<file path="config.mk">
export PLATFORM = sky130hd
export DESIGN_NAME = bit_proc_core
export DESIGN_NICKNAME = d
export VERILOG_FILES = /design/src/rtl/bit_proc_core.sv
export SDC_FILE = /design/constraint.sdc
export NUM_CORES = 1
export LEC_CHECK = 0
export CELL_PAD_IN_SITES_DETAIL_PLACEMENT = 1
export CELL_PAD_IN_SITES_GLOBAL_PLACEMENT = 1
export CORE_MARGIN = 3
export CORE_UTILIZATION = 35
export DETAILED_ROUTE_END_ITERATION = 8
export MAX_ROUTING_LAYER = met4
export PLACE_DENSITY = 0.76
export REMOVE_ABC_BUFFERS = 1
export SYNTH_ARGS = -nofsm -noshare
export SYNTH_HDL_FRONTEND = slang
export SYNTH_SLANG_ARGS = --single-unit
</file>
<file path="constraint.sdc">
create_clock -name clk -period 3.5 [get_ports clk]
set_clock_uncertainty 0.15 [all_clocks]
set_input_delay 0.525 -clock clk [delete_from_list [all_inputs] [get_ports clk]]
set_output_delay 0.525 -clock clk [all_outputs]
set_load 0.05 [all_outputs]
</file>
<file path="src/rtl/bit_proc_core.sv">
// bit_proc_core
// -------------
// Tiny one-bit processor in the style of the MC14500. Each instruction is one
// 8-bit word read from a combinational program memory:
//   [7:4] opcode, [3] sel (1 = scratch bit, 0 = external input/output bit),
//   [2:0] bit index.
// The result register rr is the single accumulator bit. Every instruction
// takes a FETCH cycle and an EXEC cycle. A jump takes one extra cycle (TGT),
// in which the word after the JMP supplies the target address.
//
// Configuration macro: BIT_PROC_JUMP_EN
//   defined   -> opcode B (JMP) is a conditional jump through the TGT state
//   undefined -> opcode B is a NOP and no TGT logic is built
//
// Parameters:
//   PC_W     program counter / program address width (2..8)
//   RST_VEC  PC value loaded by reset
//
// Ports:
//   clk        rising-edge clock
//   rst        asynchronous active-high reset
//   prog_addr  program address (the PC register)
//   prog_data  instruction word from program memory, same-cycle valid
//   in_data    external input bits
//   out_data   registered output bits
//   out_wr     high during the EXEC cycle of a STO/STOC to an output bit
//   rr         current result register
//   halted     high while in the HALT state
module bit_proc_core #(
  parameter int              PC_W    = 4,
  parameter logic [PC_W-1:0] RST_VEC = '0
) (
  input  logic            clk,
  input  logic            rst,
  output logic [PC_W-1:0] prog_addr,
  input  logic [7:0]      prog_data,
  input  logic [7:0]      in_data,
  output logic [7:0]      out_data,
  output logic            out_wr,
  output logic            rr,
  output logic            halted
);

  localparam logic [PC_W-1:0] PC_ONE = {{(PC_W-1){1'b0}}, 1'b1};

  typedef enum logic [1:0] {
    FETCH = 2'd0,
    EXEC  = 2'd1,
`ifdef BIT_PROC_JUMP_EN
    TGT   = 2'd2,
`endif
    HALT  = 2'd3
  } state_t;

  state_t          state;
  logic [PC_W-1:0] pc;
  logic [7:0]      ir;
  logic            rr_q;
  logic [7:0]      scratch;
  logic [7:0]      out_q;

  logic [3:0]      opcode;
  logic            sel;
  logic [2:0]      idx;
  logic            src;
  logic            store_bit;
  logic [PC_W-1:0] pc_inc;

  // Decode of the held instruction word. The source bit comes either from
  // the scratch bits or from the external inputs.
  always_comb begin
    opcode    = ir[7:4];
    sel       = ir[3];
    idx       = ir[2:0];
    src       = sel ? scratch[idx] : in_data[idx];
    // STO (8) stores rr, STOC (9) stores its complement
    store_bit = opcode[0] ? ~rr_q : rr_q;
    // natural wrap from 2^PC_W-1 back to 0
    pc_inc    = pc + PC_ONE;
  end

  // Main FSM. Every architectural register is written only here, so an
  // asynchronous reset in any state drops the instruction in flight cleanly.
  always_ff @(posedge clk or posedge rst) begin
    if (rst) begin
      state   <= FETCH;
      pc      <= RST_VEC;
      ir      <= 8'h00;
      rr_q    <= 1'b0;
      scratch <= 8'h00;
      out_q   <= 8'h00;
    end else begin
      case (state)
        FETCH: begin
          ir    <= prog_data;
          pc    <= pc_inc;
          state <= EXEC;
        end
        EXEC: begin
          state <= FETCH;
          case (opcode)
            4'h1: rr_q <= src;
            4'h2: rr_q <= ~src;
            4'h3: rr_q <= rr_q & src;
            4'h4: rr_q <= rr_q & ~src;
            4'h5: rr_q <= rr_q | src;
            4'h6: rr_q <= rr_q | ~src;
            4'h7: rr_q <= rr_q ^ src;
            4'h8, 4'h9: begin
              if (sel) scratch[idx] <= store_bit;
              else     out_q[idx]   <= store_bit;
            end
            // PC already points past SKZ, so one more step skips a word
            4'hA: if (!rr_q) pc <= pc_inc;
`ifdef BIT_PROC_JUMP_EN
            4'hB: state <= TGT;
`endif
            4'hC: state <= HALT;
            default: ;
          endcase
        end
`ifdef BIT_PROC_JUMP_EN
        // prog_data is the word after the JMP; only its low PC_W bits matter
        TGT: begin
          pc    <= rr_q ? prog_data[PC_W-1:0] : pc_inc;
          state <= FETCH;
        end
`endif
        HALT: state <= HALT;
        default: state <= FETCH;
      endcase
    end
  end

  // out_wr is decoded from registered state so it spans exactly the EXEC
  // cycle whose closing edge updates out_data.
  always_comb begin
    prog_addr = pc;
    out_data  = out_q;
    rr        = rr_q;
    halted    = (state == HALT);
    out_wr    = (state == EXEC) && (opcode[3:1] == 3'b100) && !sel;
  end

endmodule

</file>
# Word-level counts from Yosys, hierarchy flattened
# Cells that the tools add are included.
[word_totals]
register_bits = 31
input_bits = 18
output_inout_bits = 15
wordCells = 61
[op_classes]
add_sub_neg = 1
order_cmp = 2
eq_ne = 16
muxes = 16
bitwise = 8
n_reduce_logical = 12
[op_table]
columns = ["cell", "n"]
rows = [
  ["8-bit bitwise mux", 2],
  ["4-bit by 3-bit == test with 1-bit output, second input constant", 4],
  ["4-bit == test, second input constant", 4],
  ["3-bit AND reduction", 3],
  ["4-bit by 2-bit == test with 1-bit output, second input constant", 2],
  ["4-bit 2-to-1 mux", 2],
  ["4-bit one-hot mux with 2 select lines", 1],
  ["1-bit one-hot mux with 7 select lines", 1],
  ["7-bit nonzero test", 1],
  ["1-bit binary-select mux with 3-bit select", 2],
  ["2-bit one-hot mux with 3 select lines", 1],
  ["1-bit 2-to-1 mux", 5],
  ["4-bit by 1-bit adder with 4-bit output, second input constant", 1],
  ["4-bit by 1-bit == test with 1-bit output, second input constant", 1],
  ["3-bit by 4-bit < comparator with 1-bit output, second input constant", 1],
  ["1-bit demux with 3-bit select", 1],
  ["3-bit == test, second input constant", 1],
  ["3-bit by 1-bit greater-or-equal comparator with 1-bit output, second input constant", 1],
  ["1-bit logical AND", 3],
  ["1-bit NOT", 3],
  ["1-bit bitwise AND", 2],
  ["2-bit by 1-bit == test with 1-bit output, second input constant", 1],
  ["2-bit == test, second input constant", 1],
  ["2-bit logical NOT", 1],
  ["other kinds (9)", 10],
]

# Longest topological paths before layout
# Gate-level depths: netlist (run 1).
[depth]
word_depth = 6
depth_mapped = 7
depth_no_buf = 5

# Least setup slack after synthesis (run 1)
# Ideal clock, no wire load.
[synth_path]
path_kind = "reg-to-output"
startpoint = "register ir[6]"
endpoint = "output port out_wr"
arrival_ns = 1.270
required_ns = 2.825
setup_slack_ns = 1.555
stages_incl_launch_ff = 4
n_path_buf = 0
path_cell_list = "dfrtp_1 > nor3b_4 > nand4bb_4 > inv_1"
[synth_via]
elab_chain_cells = 3
[synth_lines]
columns = ["item", "line", "rtl"]
rows = [
  ["start: declaration", "57", "logic [7:0] ir;"],
  ["start signal: assignment", "95", "ir <= prog_data;"],
  ["3-bit == test", "142", "out_wr = (state == EXEC) && (opcode[3:1] == 3'b100) && !sel;"],
  ["1-bit logical AND (2 in a row)", "142", ""],
  ["end: declaration", "39", "output logic out_wr,"],
]
# No other way between the ends.

# Worst setup path after layout (run 1)
# Same ends and word-level chain as after synthesis.

==> results of run 1 <==
[worst reg2reg max path, stage by stage (launching register included)]
cell     delay [ns]
dfrtp_1        0.77
mux2i_1        0.16
mux4_2         0.48
a22oi_2        0.20
mux2_4         0.33
[cells in the mapped netlist, types with 3 or more instances]
master,instances,area share [%]
mux2i_1,6,3.6
dfrtp_1,31,47
nand3b_1,3,1.4
nor3_1,4,1.2
o21ai_0,3,0.91
buf_2,5,1.5
nor2_1,9,2.0
nand2b_1,4,1.5
nand3_1,5,1.5
mux2_2,24,16
nand2_1,10,2.3
inv_1,4,0.91
a21oi_1,3,0.91
[cells by family (layout without fill, tap and decap cells)]
logic type,after synthesis,in the layout
AO/OA/AOI/OAI,14,14
flip-flops,31,31
adder cells (fa/ha/maj),1,1
XOR/XNOR,4,4
AND/OR/NAND/NOR,47,47
buffers and inverters,12,44
multiplexers,32,32
[routing by layer]
layer	vias up	part of all wire [%]	GRT usage [%]
li1	555	-	-
met1	588	43	18.28
met2	22	52	25.66
met3	8	3.1	4.005
met4	0	1.9	6.522
met5	-	0	-
[stage by stage]
step / hold WS [ns] / total power, mW / worst slack [ns] / util, % / area, µm²
4_1_cts: 0.3268 / 2.040 / 0.5977 / 46.78 / 2093
6_report: 0.3187 / 2.006 / 0.6077 / 46.78 / 2093
2_1_floorplan: 0.3286 / 1.425 / 1.555 / - / 1613
3_3_place_gp: 0.3047 / 1.687 / 0.9826 / 44.83 / 2006
3_5_place_dp: 0.3149 / 1.747 / 0.9135 / 44.83 / 2006
5_1_grt: 0.3607 / 2.165 / 0.5057 / 46.78 / 2093
[power breakdown]
group | switching (mW) | internal, mW | leakage [nW]
Sequential | 0.238 | 0.506 | 0.397
Clock | 0.125 | 0.154 | 0.0470
Combinational | 0.526 | 0.457 | 0.451
[flip-flops by register name (all words and copies together) (netlist names)]
signal     cells
state          2
ir             8
prog_addr      4
scratch        8
rr             1
out_data       8
[worst max-delay path by stage]
stage               depth (start not counted)     end  slack (ns)
floorplan                                   3  out_wr        1.56
global placement                            4  out_wr        0.98
detailed placement                          4  out_wr        0.91
CTS                                         4  out_wr        0.60
global route                                4  out_wr        0.51
finish                                      4  out_wr        0.61
[cell type report]
cell class,instances,area (µm²)
Timing Repair Buffer,33,327.8
Fill cell,497,2381
Tap cell,52,65.06
Sequential cell,31,775.7
Multi-Input combinational cell,98,822.0
Inverter,4,15.01
Clock buffer,6,82.58
Clock inverter,1,5.005
==> reports/qor.txt, run 1 <==
MaxCap Viol Count -> 0
Critical path's slowest cell -> clkdlybuf4s50_1
CP Class -> reg -> out
Number of global-route vias before repair -> 1,284
Async SR Flop Fraction -> 100.0%
Maximum number of pins on one net before global-route repair -> 32
I/O pins -> 33
PwrDens -> 958.2 nW/µm²
Hold Vio Cnt, Final -> 0
Largest family of logic cells by synthesized area -> multiplexers
Synthesis-to-finish area growth -> 26.36%
Die Y -> 74.80 µm
Crit path launch -> ir[6]
Core footprint -> 4474 µm²
Synth Area per Inst -> 11.75 µm²
CTS tree -> done
CTS clk-pin slew, worst paths -> 0.06 ns
DP HPWL -> 2621 µm
Nets@finish -> 192
Worst Min Path Start -> prog_addr[3]
Vias/cell -> 5.213
Synth Flop Type -> dfrtp_1
Adder-cell area share of the yosys netlist -> 0.7553%
Inst Count DP -> 218
Iter 0 DRT Violations -> 60
First-pass GRT wire length -> 6223 µm
EDFF count, synth -> 0
Worst vdd ir -> 329.5 µV
Final TNS setup -> 0 ns
Outcome -> finished, final reports clean
Slew Limit Fails -> 0
Reg2reg start -> ir[1]
R2R cell count -> 4
Crit path DAT -> 2.22 ns
Total track usage -> 15.66%
Worst Hold Class -> reg -> reg
CTS Hold Bufs -> 0
Worst-path cell chain -> nor3b_4 -> nand4bb_4 -> inv_1 -> clkdlybuf4s50_1
RSZ-0062 raised after global routing -> false
Internal reg-to-reg setup slack -> 1.30 ns
Worst-Margin Slew -> 1.011 ns
PostCTS Resize Cnt -> 0
Crit end category -> output port
WP data required -> 2.82 ns
CTS buffer count -> 5
Max Fclk -> 345.7 MHz
Mux contribution to synthesized area -> 22.21%
Crit-path leading delay family -> buffers and inverters
Clk root buf -> clkbuf_8
Port Buffers -> 32
H-tree depth -> 2
CTS sink count -> 31
Initial Util -> 37.02%
Commonest non-fill, non-tap cell in the layout -> clkdlybuf4s50_1
#FFs+latches synth -> 31
WL final -> 3608 µm
Ys Warns -> 0
Final min period -> 2.892 ns
Non-filler cells, final -> 225
Worst Path Buf+Inv -> 2
Post-Synth Simple-Gate Area -> 18.81%
Hold Crit Depth -> 1
Worst-Skew Late Latency -> 0.28 ns
Post-Syn Area -> 1657 µm²
DRC violation count after routing -> 0
RePlAce Congestion -> 0.7996
Crit path launch type -> flop
Vias -> 1,173
# rows -> 24
Tcrit/Tclk final -> 82.64%
Seq/Total Area, Yosys -> 46.83%
Die width -> 74.80 µm
Crit-path max FO -> 7
Post CTS Setup Buffer Count -> 0
Worst path max stage delay -> 0.80 ns
Initial antenna violation count -> 0
Slew Limit Headroom -> 32.35%
Compound-Gate Fraction of Synth Area -> 5.740%
Yosys cell types -> 38
Drt wl/cell -> 16.04 µm
Diode count -> 0
CTS Buffer Depth -> 2
Antenna-violating nets left -> 0
Setup Viol. Count Final -> 0
Share of cells above drive strength 1 -> 24.28%
Worst R2R End -> rr
Leakage -> 0.8955 nW
Hold Path Sink -> prog_addr[3]
Total congestion overflow -> 0
Gate Count Post-Synth -> 141
Die ar. -> 5594 µm²
Detailed-router iteration count before antenna repair -> 4
Most frequent cells in the layout -> clkdlybuf4s50_1, dfrtp_1, mux2_2, nand2_1, nor2_1
Xor and xnor area share after synthesis -> 2.115%
(Power assumes the default switching activity.)
==> run 2, diff against run 1 <==
==> constraint.sdc (replaced) <==
create_clock -name clk -period 2.96 [get_ports clk]
set_clock_uncertainty 0.15 [all_clocks]
set_input_delay 0.444 -clock clk [delete_from_list [all_inputs] [get_ports clk]]
set_output_delay 0.444 -clock clk [all_outputs]
set_load 0.05 [all_outputs]
==> reports/qor.txt, run 2 (synthesized netlist as in run 1, its figures left out) <==
Outcome -> finished, final reports clean
Worst-Skew Late Latency -> 0.29 ns (about the same)
CP Class -> reg -> out
PostCTS Resize Cnt -> 0 (unchanged)
I/O pins -> 33 (unchanged)
Commonest non-fill, non-tap cell in the layout -> clkdlybuf4s50_1
Antenna-violating nets left -> 0 (unchanged)
Worst-Margin Slew -> 1.061 ns (+0.04998 ns)
MaxCap Viol Count -> 0 (unchanged)
CTS buffer count -> 5 (unchanged)
CTS clk-pin slew, worst paths -> 0.07 ns (about the same)
CTS tree -> done
Final min period -> 2.801 ns
CTS Buffer Depth -> 2 (unchanged)
Total track usage -> 15.88% (+0.22 points)
Synthesis-to-finish area growth -> 28.63%
# rows -> 24 (unchanged)
Iter 0 DRT Violations -> 36 (-40%)
Share of cells above drive strength 1 -> 25.14% (+0.87 points)
Clk root buf -> clkbuf_8
Internal reg-to-reg setup slack -> 0.79 ns (-0.51 ns)
Leakage -> 0.9145 nW (+2.1%)
Crit path launch type -> flop
Nets@finish -> 193 (+0.52%)
PwrDens -> 1171 nW/µm² (+22%)
WL final -> 3711 µm (+2.9%)
Die ar. -> 5594 µm² (unchanged)
Diode count -> 0 (unchanged)
Max Fclk -> 357.0 MHz
Crit-path max FO -> 7 (unchanged)
Detailed-router iteration count before antenna repair -> 4 (unchanged)
Die Y -> 74.80 µm (unchanged)
Drt wl/cell -> 16.35 µm (+1.9%)
Maximum number of pins on one net before global-route repair -> 32 (unchanged)
Initial antenna violation count -> 0 (unchanged)
DRC violation count after routing -> 0 (unchanged)
Tcrit/Tclk final -> 94.64%
Initial Util -> 37.02% (unchanged)
Die width -> 74.80 µm (unchanged)
Crit end category -> output port
Port Buffers -> 32 (unchanged)
Crit path DAT -> 2.21 ns (about the same)
H-tree depth -> 2 (unchanged)
RePlAce Congestion -> 0.7700 (-3.7%)
Vias/cell -> 5.278 (+1.2%)
Most frequent cells in the layout -> clkdlybuf4s50_1, dfrtp_1, mux2_2, nand2_1, nor2_1
Hold Vio Cnt, Final -> 0 (unchanged)
Slew Limit Fails -> 0 (unchanged)
DP HPWL -> 2674 µm (+2.0%)
Vias -> 1,198 (+2.1%)
Worst vdd ir -> 521.1 µV (+58%)
RSZ-0062 raised after global routing -> false
Setup Viol. Count Final -> 0 (unchanged)
Number of global-route vias before repair -> 1,323 (+3.0%)
WP data required -> 2.37 ns (-0.45 ns)
First-pass GRT wire length -> 6368 µm (+2.3%)
Slew Limit Headroom -> 29.01% (-3.3 points)
CTS Hold Bufs -> 0 (unchanged)
Post CTS Setup Buffer Count -> 0 (unchanged)
Min Hold Slack -> 0.3176 ns (-0.001119 ns)
FILL cells -> 485 (-2.4%)
Final TNS setup -> 0 ns (unchanged)
Worst Hold Class -> reg -> reg
CTS sink count -> 31 (unchanged)
Total congestion overflow -> 0 (unchanged)
Core footprint -> 4474 µm² (unchanged)
-- run 2: cell count changes in the layout (fill, tap and decap cells not counted), sizes merged --
cell / before / now
bufinv: 0 / 1
buf: 1 / 2
-- run 2: final timing paths --
kind / to / cells after the start / start
worst max-delay path: out_wr / 4 / ir[6]
worst min-delay path: prog_addr[3] / 1 / prog_addr[3]
worst max register to register: rr / 4 / ir[1]
worst min register to register: prog_addr[3] / 1 / prog_addr[3]
max in group asynchronous: out_data[4] / 3 / rst
min in group asynchronous: out_data[3] / 3 / rst
-- run 2: through the flow --
stage | utilization, % | setup slack (ns) | cell area, µm² | instances | total power [mW]
finish | 47.62 | 0.1586 | 2131 | 227 | 2.495
global route | 47.62 | 0.03941 | 2131 | 227 | 2.678
CTS | 47.62 | 0.1320 | 2131 | 227 | 2.529
detailed placement | 44.99 | 0.4580 | 2013 | 219 | 2.080
global placement | 44.99 | 0.5209 | 2013 | 219 | 2.008
floorplan | - | 1.019 | 1613 | 133 | 1.685
-- run 2: report_power, final --
part           internal [mW]  leakage [nW]  switching [mW]
clock                  0.272        0.0612           0.162
sequential             0.597         0.397           0.285
combinational          0.550         0.456           0.629
-- run 2: layout make-up --
type                       count  area [µm²]  share of cell area (%)
sequential                    31       775.7                   36.41
tap                           52       65.06                   3.053
inverter                       4       15.01                  0.7046
clock inverter                 2       35.03                   1.644
multi-input combinational     98       822.0                   38.58
timing repair buffer          34       335.3                   15.74
clock buffer                   6       82.58                   3.876
-- run 2: critical path, stage by stage (launching register included) --
cell	delay (ns)
dfrtp_1	0.47
nor3b_4	0.35
nand4bb_4	0.21
inv_1	0.09
clkdlybuf4s50_1	0.80
-- run 2: metal layers --
| metal | global-route usage [%] | wire (µm) |
|---|---|---|
| met1 | 18.82 | 1622 |
| met2 | 25.17 | 1886 |
| met3 | 5.073 | 133 |
| met4 | 6.126 | 68 |
| met5 | - | 0 |
